**config.mk**
```make
export PLATFORM = sky130hd
export DESIGN_NAME = frame_buf_scheduler
export DESIGN_NICKNAME = d
export VERILOG_FILES = /design/src/rtl/fb_pkg.sv /design/src/rtl/frame_buf_scheduler_sat_counter.sv /design/src/rtl/frame_buf_scheduler.sv
export SDC_FILE = /design/constraint.sdc
export NUM_CORES = 1
export LEC_CHECK = 0
export BUFFER_PORTS_ARGS = -buffer_cell sky130_fd_sc_hd__buf_2
export CAP_MARGIN = 10
export CELL_PAD_IN_SITES_DETAIL_PLACEMENT = 0
export CELL_PAD_IN_SITES_GLOBAL_PLACEMENT = 2
export CORE_MARGIN = 2
export CORE_UTILIZATION = 35
export DETAILED_ROUTE_END_ITERATION = 8
export PLACE_DENSITY = 0.86
export SETUP_SLACK_MARGIN = 0.3
export SYNTH_ARGS = -nofsm -noshare
export SYNTH_HDL_FRONTEND = slang
export SYNTH_HIERARCHICAL = 1
export SYNTH_SLANG_ARGS = --single-unit
```
**constraint.sdc**
```tcl
create_clock -name clk -period 6.2 [get_ports clk]
set_clock_uncertainty 0.15 [all_clocks]
set_input_delay 1.55 -clock clk [delete_from_list [all_inputs] [get_ports clk]]
set_output_delay 1.55 -clock clk [all_outputs]
set_load 0.05 [all_outputs]
```
**src/rtl/fb_pkg.sv**
```systemverilog
// Shared types and constants for the triple-buffer frame store scheduler.
package fb_pkg;

  typedef logic [1:0] bank_idx_t;

  typedef enum logic {
    IDLE  = 1'b0,
    WRITE = 1'b1
  } wr_state_t;

  localparam int unsigned NUM_BANKS = 3;

  // Bank roles coming out of reset: writer, pending, reader.
  localparam bank_idx_t W0 = 2'd0;
  localparam bank_idx_t P0 = 2'd1;
  localparam bank_idx_t R0 = 2'd2;

  // Word address of the first location of a bank.
  function automatic int unsigned bank_base(input bank_idx_t idx, input int unsigned depth);
    return int'(idx) * depth;
  endfunction

endpackage

```
**src/rtl/frame_buf_scheduler_sat_counter.sv**
```systemverilog
// Saturating up-counter used for the scheduler's status counters.
module sat_counter #(
  parameter int unsigned CNT_W = 8
) (
  input  logic             clk,
  input  logic             rst,
  input  logic             inc,
  output logic [CNT_W-1:0] count
);

  // Count increment requests, holding at all-ones.
  always_ff @(posedge clk) begin
    if (rst) begin
      count <= '0;
    end else if (inc && (count != '1)) begin
      count <= count + CNT_W'(1);
    end
  end

endmodule

```
**src/rtl/frame_buf_scheduler.sv**
```systemverilog
// Triple-buffer bank scheduler: keeps writer, pending and reader banks
// disjoint and rotates them only at frame boundaries.
module frame_buf_scheduler
  import fb_pkg::*;
#(
  parameter int unsigned BANK_DEPTH = 32768,
  parameter int unsigned ADDR_W     = 17,
  parameter int unsigned TIMEOUT    = 2000000,
  parameter int unsigned CNT_W      = 8
) (
  input  logic              clk,
  input  logic              rst,
  input  logic              wr_frame_start,
  input  logic              wr_frame_end,
  input  logic              rd_frame_start,
  output logic              wr_en,
  output logic [1:0]        wr_bank,
  output logic [ADDR_W-1:0] wr_base,
  output logic [1:0]        rd_bank,
  output logic [ADDR_W-1:0] rd_base,
  output logic              rd_valid,
  output logic [CNT_W-1:0]  drop_cnt,
  output logic [CNT_W-1:0]  abort_cnt
);

  localparam int unsigned TMO_W = (TIMEOUT > 1) ? $clog2(TIMEOUT) : 1;
  localparam logic [TMO_W-1:0] TMO_LAST = TMO_W'(TIMEOUT - 1);

  bank_idx_t        w_idx, p_idx, r_idx;
  bank_idx_t        w_n, p_n, r_n;
  logic             p_fresh, fresh_n;
  wr_state_t        wr_state, state_n;
  logic [TMO_W-1:0] tmo_ctr, tmo_n;
  logic             valid_n;
  logic             drop_inc, abort_inc;

  // Next-state: the write-side swap is resolved first so a same-cycle
  // read swap picks up the frame that has just completed.
  always_comb begin
    w_n       = w_idx;
    p_n       = p_idx;
    r_n       = r_idx;
    fresh_n   = p_fresh;
    state_n   = wr_state;
    tmo_n     = tmo_ctr;
    valid_n   = rd_valid;
    drop_inc  = 1'b0;
    abort_inc = 1'b0;

    if (wr_state == WRITE) begin
      if (wr_frame_end) begin
        w_n      = p_idx;
        p_n      = w_idx;
        fresh_n  = 1'b1;
        drop_inc = p_fresh;
        state_n  = wr_frame_start ? WRITE : IDLE;
        tmo_n    = '0;
      end else if (wr_frame_start) begin
        abort_inc = 1'b1;
        tmo_n     = '0;
      end else if (tmo_ctr == TMO_LAST) begin
        abort_inc = 1'b1;
        state_n   = IDLE;
        tmo_n     = '0;
      end else begin
        tmo_n = tmo_ctr + TMO_W'(1);
      end
    end else if (wr_frame_start) begin
      state_n = WRITE;
      tmo_n   = '0;
    end

    if (rd_frame_start && fresh_n) begin
      r_n     = p_n;
      p_n     = r_idx;
      fresh_n = 1'b0;
      valid_n = 1'b1;
    end
  end

  // Register bank roles, writer FSM and all derived outputs.
  always_ff @(posedge clk) begin
    if (rst) begin
      w_idx    <= W0;
      p_idx    <= P0;
      r_idx    <= R0;
      p_fresh  <= 1'b0;
      wr_state <= IDLE;
      tmo_ctr  <= '0;
      wr_en    <= 1'b0;
      rd_valid <= 1'b0;
      wr_base  <= ADDR_W'(bank_base(W0, BANK_DEPTH));
      rd_base  <= ADDR_W'(bank_base(R0, BANK_DEPTH));
    end else begin
      w_idx    <= w_n;
      p_idx    <= p_n;
      r_idx    <= r_n;
      p_fresh  <= fresh_n;
      wr_state <= state_n;
      tmo_ctr  <= tmo_n;
      wr_en    <= (state_n == WRITE);
      rd_valid <= valid_n;
      wr_base  <= ADDR_W'(bank_base(w_n, BANK_DEPTH));
      rd_base  <= ADDR_W'(bank_base(r_n, BANK_DEPTH));
    end
  end

  assign wr_bank = w_idx;
  assign rd_bank = r_idx;

  sat_counter #(.CNT_W(CNT_W)) u_drop_cnt (
    .clk   (clk),
    .rst   (rst),
    .inc   (drop_inc),
    .count (drop_cnt)
  );

  sat_counter #(.CNT_W(CNT_W)) u_abort_cnt (
    .clk   (clk),
    .rst   (rst),
    .inc   (abort_inc),
    .count (abort_cnt)
  );

endmodule

```
==> impl_results.md <==
* Status: completed
* Setup Fix Bufs, Post-CTS at 0
* Grt total ovfl at 0
* Share of cells above drive strength 1 at 0.226
* Hpwl dp at 3980 um
* PwrDens at 200 mW/mm^2
* Setup TNS at 0 ns
* Post-CTS Hold Buffers at 0
* HP Class: reg2reg
* Yosys cell types at 63
* Setup crit end kind: flop
* Syn Inst Count at 313
* WP data arrival at 3.38 ns
* Layout overhead on the synthesized area at 4.50%
* RSZ-0062 raised after global routing: no
* DRC at 0
* FP Rows at 32
* Register share of total power at 0.523
* Vias/cell at 4.97
* Reg clk slew, reported paths at 0.09 ns
* Int Pwr at 0.394 mW
* Total clock sinks at 46
* Synth Area per Inst at 8.88 um^2
* Synth Cell Area at 0.00278 mm^2
* Avg WL per Cell at 12.8 um
* Post-synth top area share at 0.331
* GRT met1 Usage at 0.182
* Peak VDD IR at 0.0000891 V
* Starting Density at 0.360
* Clk pwr share at 0.320
* Top post-synthesis cells by area: dfxtp_1 (33%), buf_4 (9.2%), nand2_1 (3.5%), a21oi_1 (3.4%), buf_6 (2.8%)
* Leak pwr at 1.14 nW
* # setup viols final at 0
* Synth Warn # at 6
* TritonCTS Buffers at 5
* Drt first-iter violations at 108
* Post-Synth Simple-Gate Area at 0.258
* Largest net degree at the start of global routing at 28
* Post_cts resized at 0
* Synth cell count leaders: dfxtp_1 (46), buf_4 (34), nand2_1 (26), a21oi_1 (19), nor2_1 (17)
* Most frequent cell after synthesis: dfxtp_1
* Placer Congestion at 0.785
* Net count, final at 343
* Tot Pwr at 0.582 mW
* Die W at 93.1 um
* Total GRT Usage at 0.133
* Sw Share at 0.323
* Max-slew violation count at 0
* Async S/R FF share, synth at 0
* Antenna fix cells at 0
* I/O Buffers at 30
* Placed cell area at 0.00282 mm^2
* Fin util at 0.376
* R2R Path End: u_abort_cnt/count[3]
* GR Layer Usage met3 at 0.0282
* CP startpoint kind: input port
* Hold Path End: rd_valid
* Mux share of post-synthesis cell area at 0.0401
* Vias in the first global route at 1900
* NetSw at 0.188 mW
* Synth Area in XOR/XNOR at 0.00630
* Die Y at 93.1 um
* CP required at 6.28 ns
* Yosys reg bits at 46
* H-tree Lvls at 2
* Post-layout min period at 3.30 ns
* Synth Flop Type: dfxtp_1
* DIE AREA at 0.00867 mm^2
* Global-route wire length before repair at 9370 um
* CTS tree: built
* Number of antenna-violating nets in the routed design at 0
* Final instance area at 0.00290 mm^2
* # IOs at 61
* Reg-to-reg slack, setup at 3.62 ns
* Adder and majority gate portion of the synthesized area at 0.0135
* WL final at 5610 um
* Post-synthesis compound-gate area fraction at 0.207
* Fin. Hold Viols at 0
* Core box area at 0.00773 mm^2
* Register area share after synthesis at 0.331
* Main combinational cell family by area after synthesis: simple AND/OR/NAND/NOR gates
* Worst-margin pin slew at 1.13 ns
* Max_slew headroom at 0.245
* Drt first pass iters at 4
* Reg2Reg Depth at 9
* Clk Latency, worst-skew pair at 0.30 ns
* Comb power frac at 0.157
* Post-synth EDFFs at 0
* Met2 usage at 0.209
* Worst-path fanout max at 27
* Period utilization at 0.532
* Hold Crit Depth at 2
* Reg2reg start: tmo_ctr[0]
* Yosys top cell by area: dfxtp_1
* CP Class: in2reg
* Via count at 2176
* Max_cap viols at 0
* Root Buffer: clkbuf_8
* Grt peak-use layer: met2
* Peak Freq at 0.303 GHz
* Initial antenna violation count at 0
* Max clock buf depth at 2
* Hold path start: rd_valid
-- registers in the layout (all words and copies together) (netlist names) --
| register | count |
|---|---|
| rd_bank | 2 |
| tmo_ctr | 21 |
| wr_bank | 2 |
| wr_state | 1 |
| rd_valid | 1 |
| u_abort_cnt/count | 8 |
| p_fresh | 1 |
| p_idx | 2 |
| u_drop_cnt/count | 8 |
-- stage by stage --
step / instances / setup slack [ns] / hold WS, ns
3_5_place_dp: 430 / 2.58 / 0.289
3_3_place_gp: 430 / 2.59 / 0.287
4_1_cts: 438 / 2.90 / 0.302
6_report: 438 / 2.90 / 0.298
2_1_floorplan: 342 / 3.28 / 0.278
5_1_grt: 438 / 2.70 / 0.328
-- cell families after synthesis --
kind of cell | after synthesis
other cells | 1
compound gates | 77
buf+inv | 57
simple gates | 117
flops | 46
xor+xnor | 2
fa+ha+maj | 3
mux | 10
-- per-layer routing --
layer	share of wire	vias to the layer above
met2	0.45	50
met1	0.49	1010
met4	0.014	0
met5	0	-
met3	0.042	6
li1	-	1110
-- cells in the final DEF, fill, tap and decap left out, drive strengths merged, types with 7 or more instances in the layout --
master | synthesis | routed
nand3 | 17 | 17
mux2i | 7 | 7
nand2 | 27 | 27
conb | 1 | 30
dfxtp | 46 | 46
or3 | 9 | 9
nor3 | 7 | 7
buf | 43 | 30
and3 | 11 | 11
nand4 | 7 | 7
inv | 13 | 13
nor2 | 17 | 17
a21oi | 27 | 27
o21ai | 13 | 13
-- critical path: stages --
cell and delay, ns:
buf_2 0.25, or2_2 0.45, nor2_1 0.88, a21oi_1 0.07, o21ai_1 0.17
-- worst max-delay path by stage --
| stage | startpoint | endpoint | slack, ns |
|---|---|---|---|
| 6_report | rst | tmo_ctr[17] | 2.90 |
| 5_1_grt | rst | tmo_ctr[17] | 2.70 |
| 4_1_cts | rst | tmo_ctr[17] | 2.90 |
| 3_5_place_dp | rst | tmo_ctr[17] | 2.58 |
| 3_3_place_gp | rst | tmo_ctr[16] | 2.59 |
| 2_1_floorplan | wr_frame_end | u_abort_cnt/count[3] | 3.28 |
-- area by class of cell --
cell class                      instances  area [um^2]
Inverter                               13         48.8
Sequential cell                        46          921
Clock buffer                            6         72.6
Clock inverter                          2         13.8
Fill cell                             812         4820
Tap cell                              102          128
Multi-Input combinational cell        239         1570
Timing Repair Buffer                   30          150
-- power groups by stage --
stage          registers (mW)  logic (mW)  clock network [mW]
6_report                0.305      0.0911               0.186
5_1_grt                 0.305      0.0965               0.205
4_1_cts                 0.305      0.0913               0.195
3_5_place_dp            0.312      0.0911                   0
3_3_place_gp            0.311      0.0912                   0
2_1_floorplan           0.320      0.0874                   0
(Power assumes the default switching activity.)
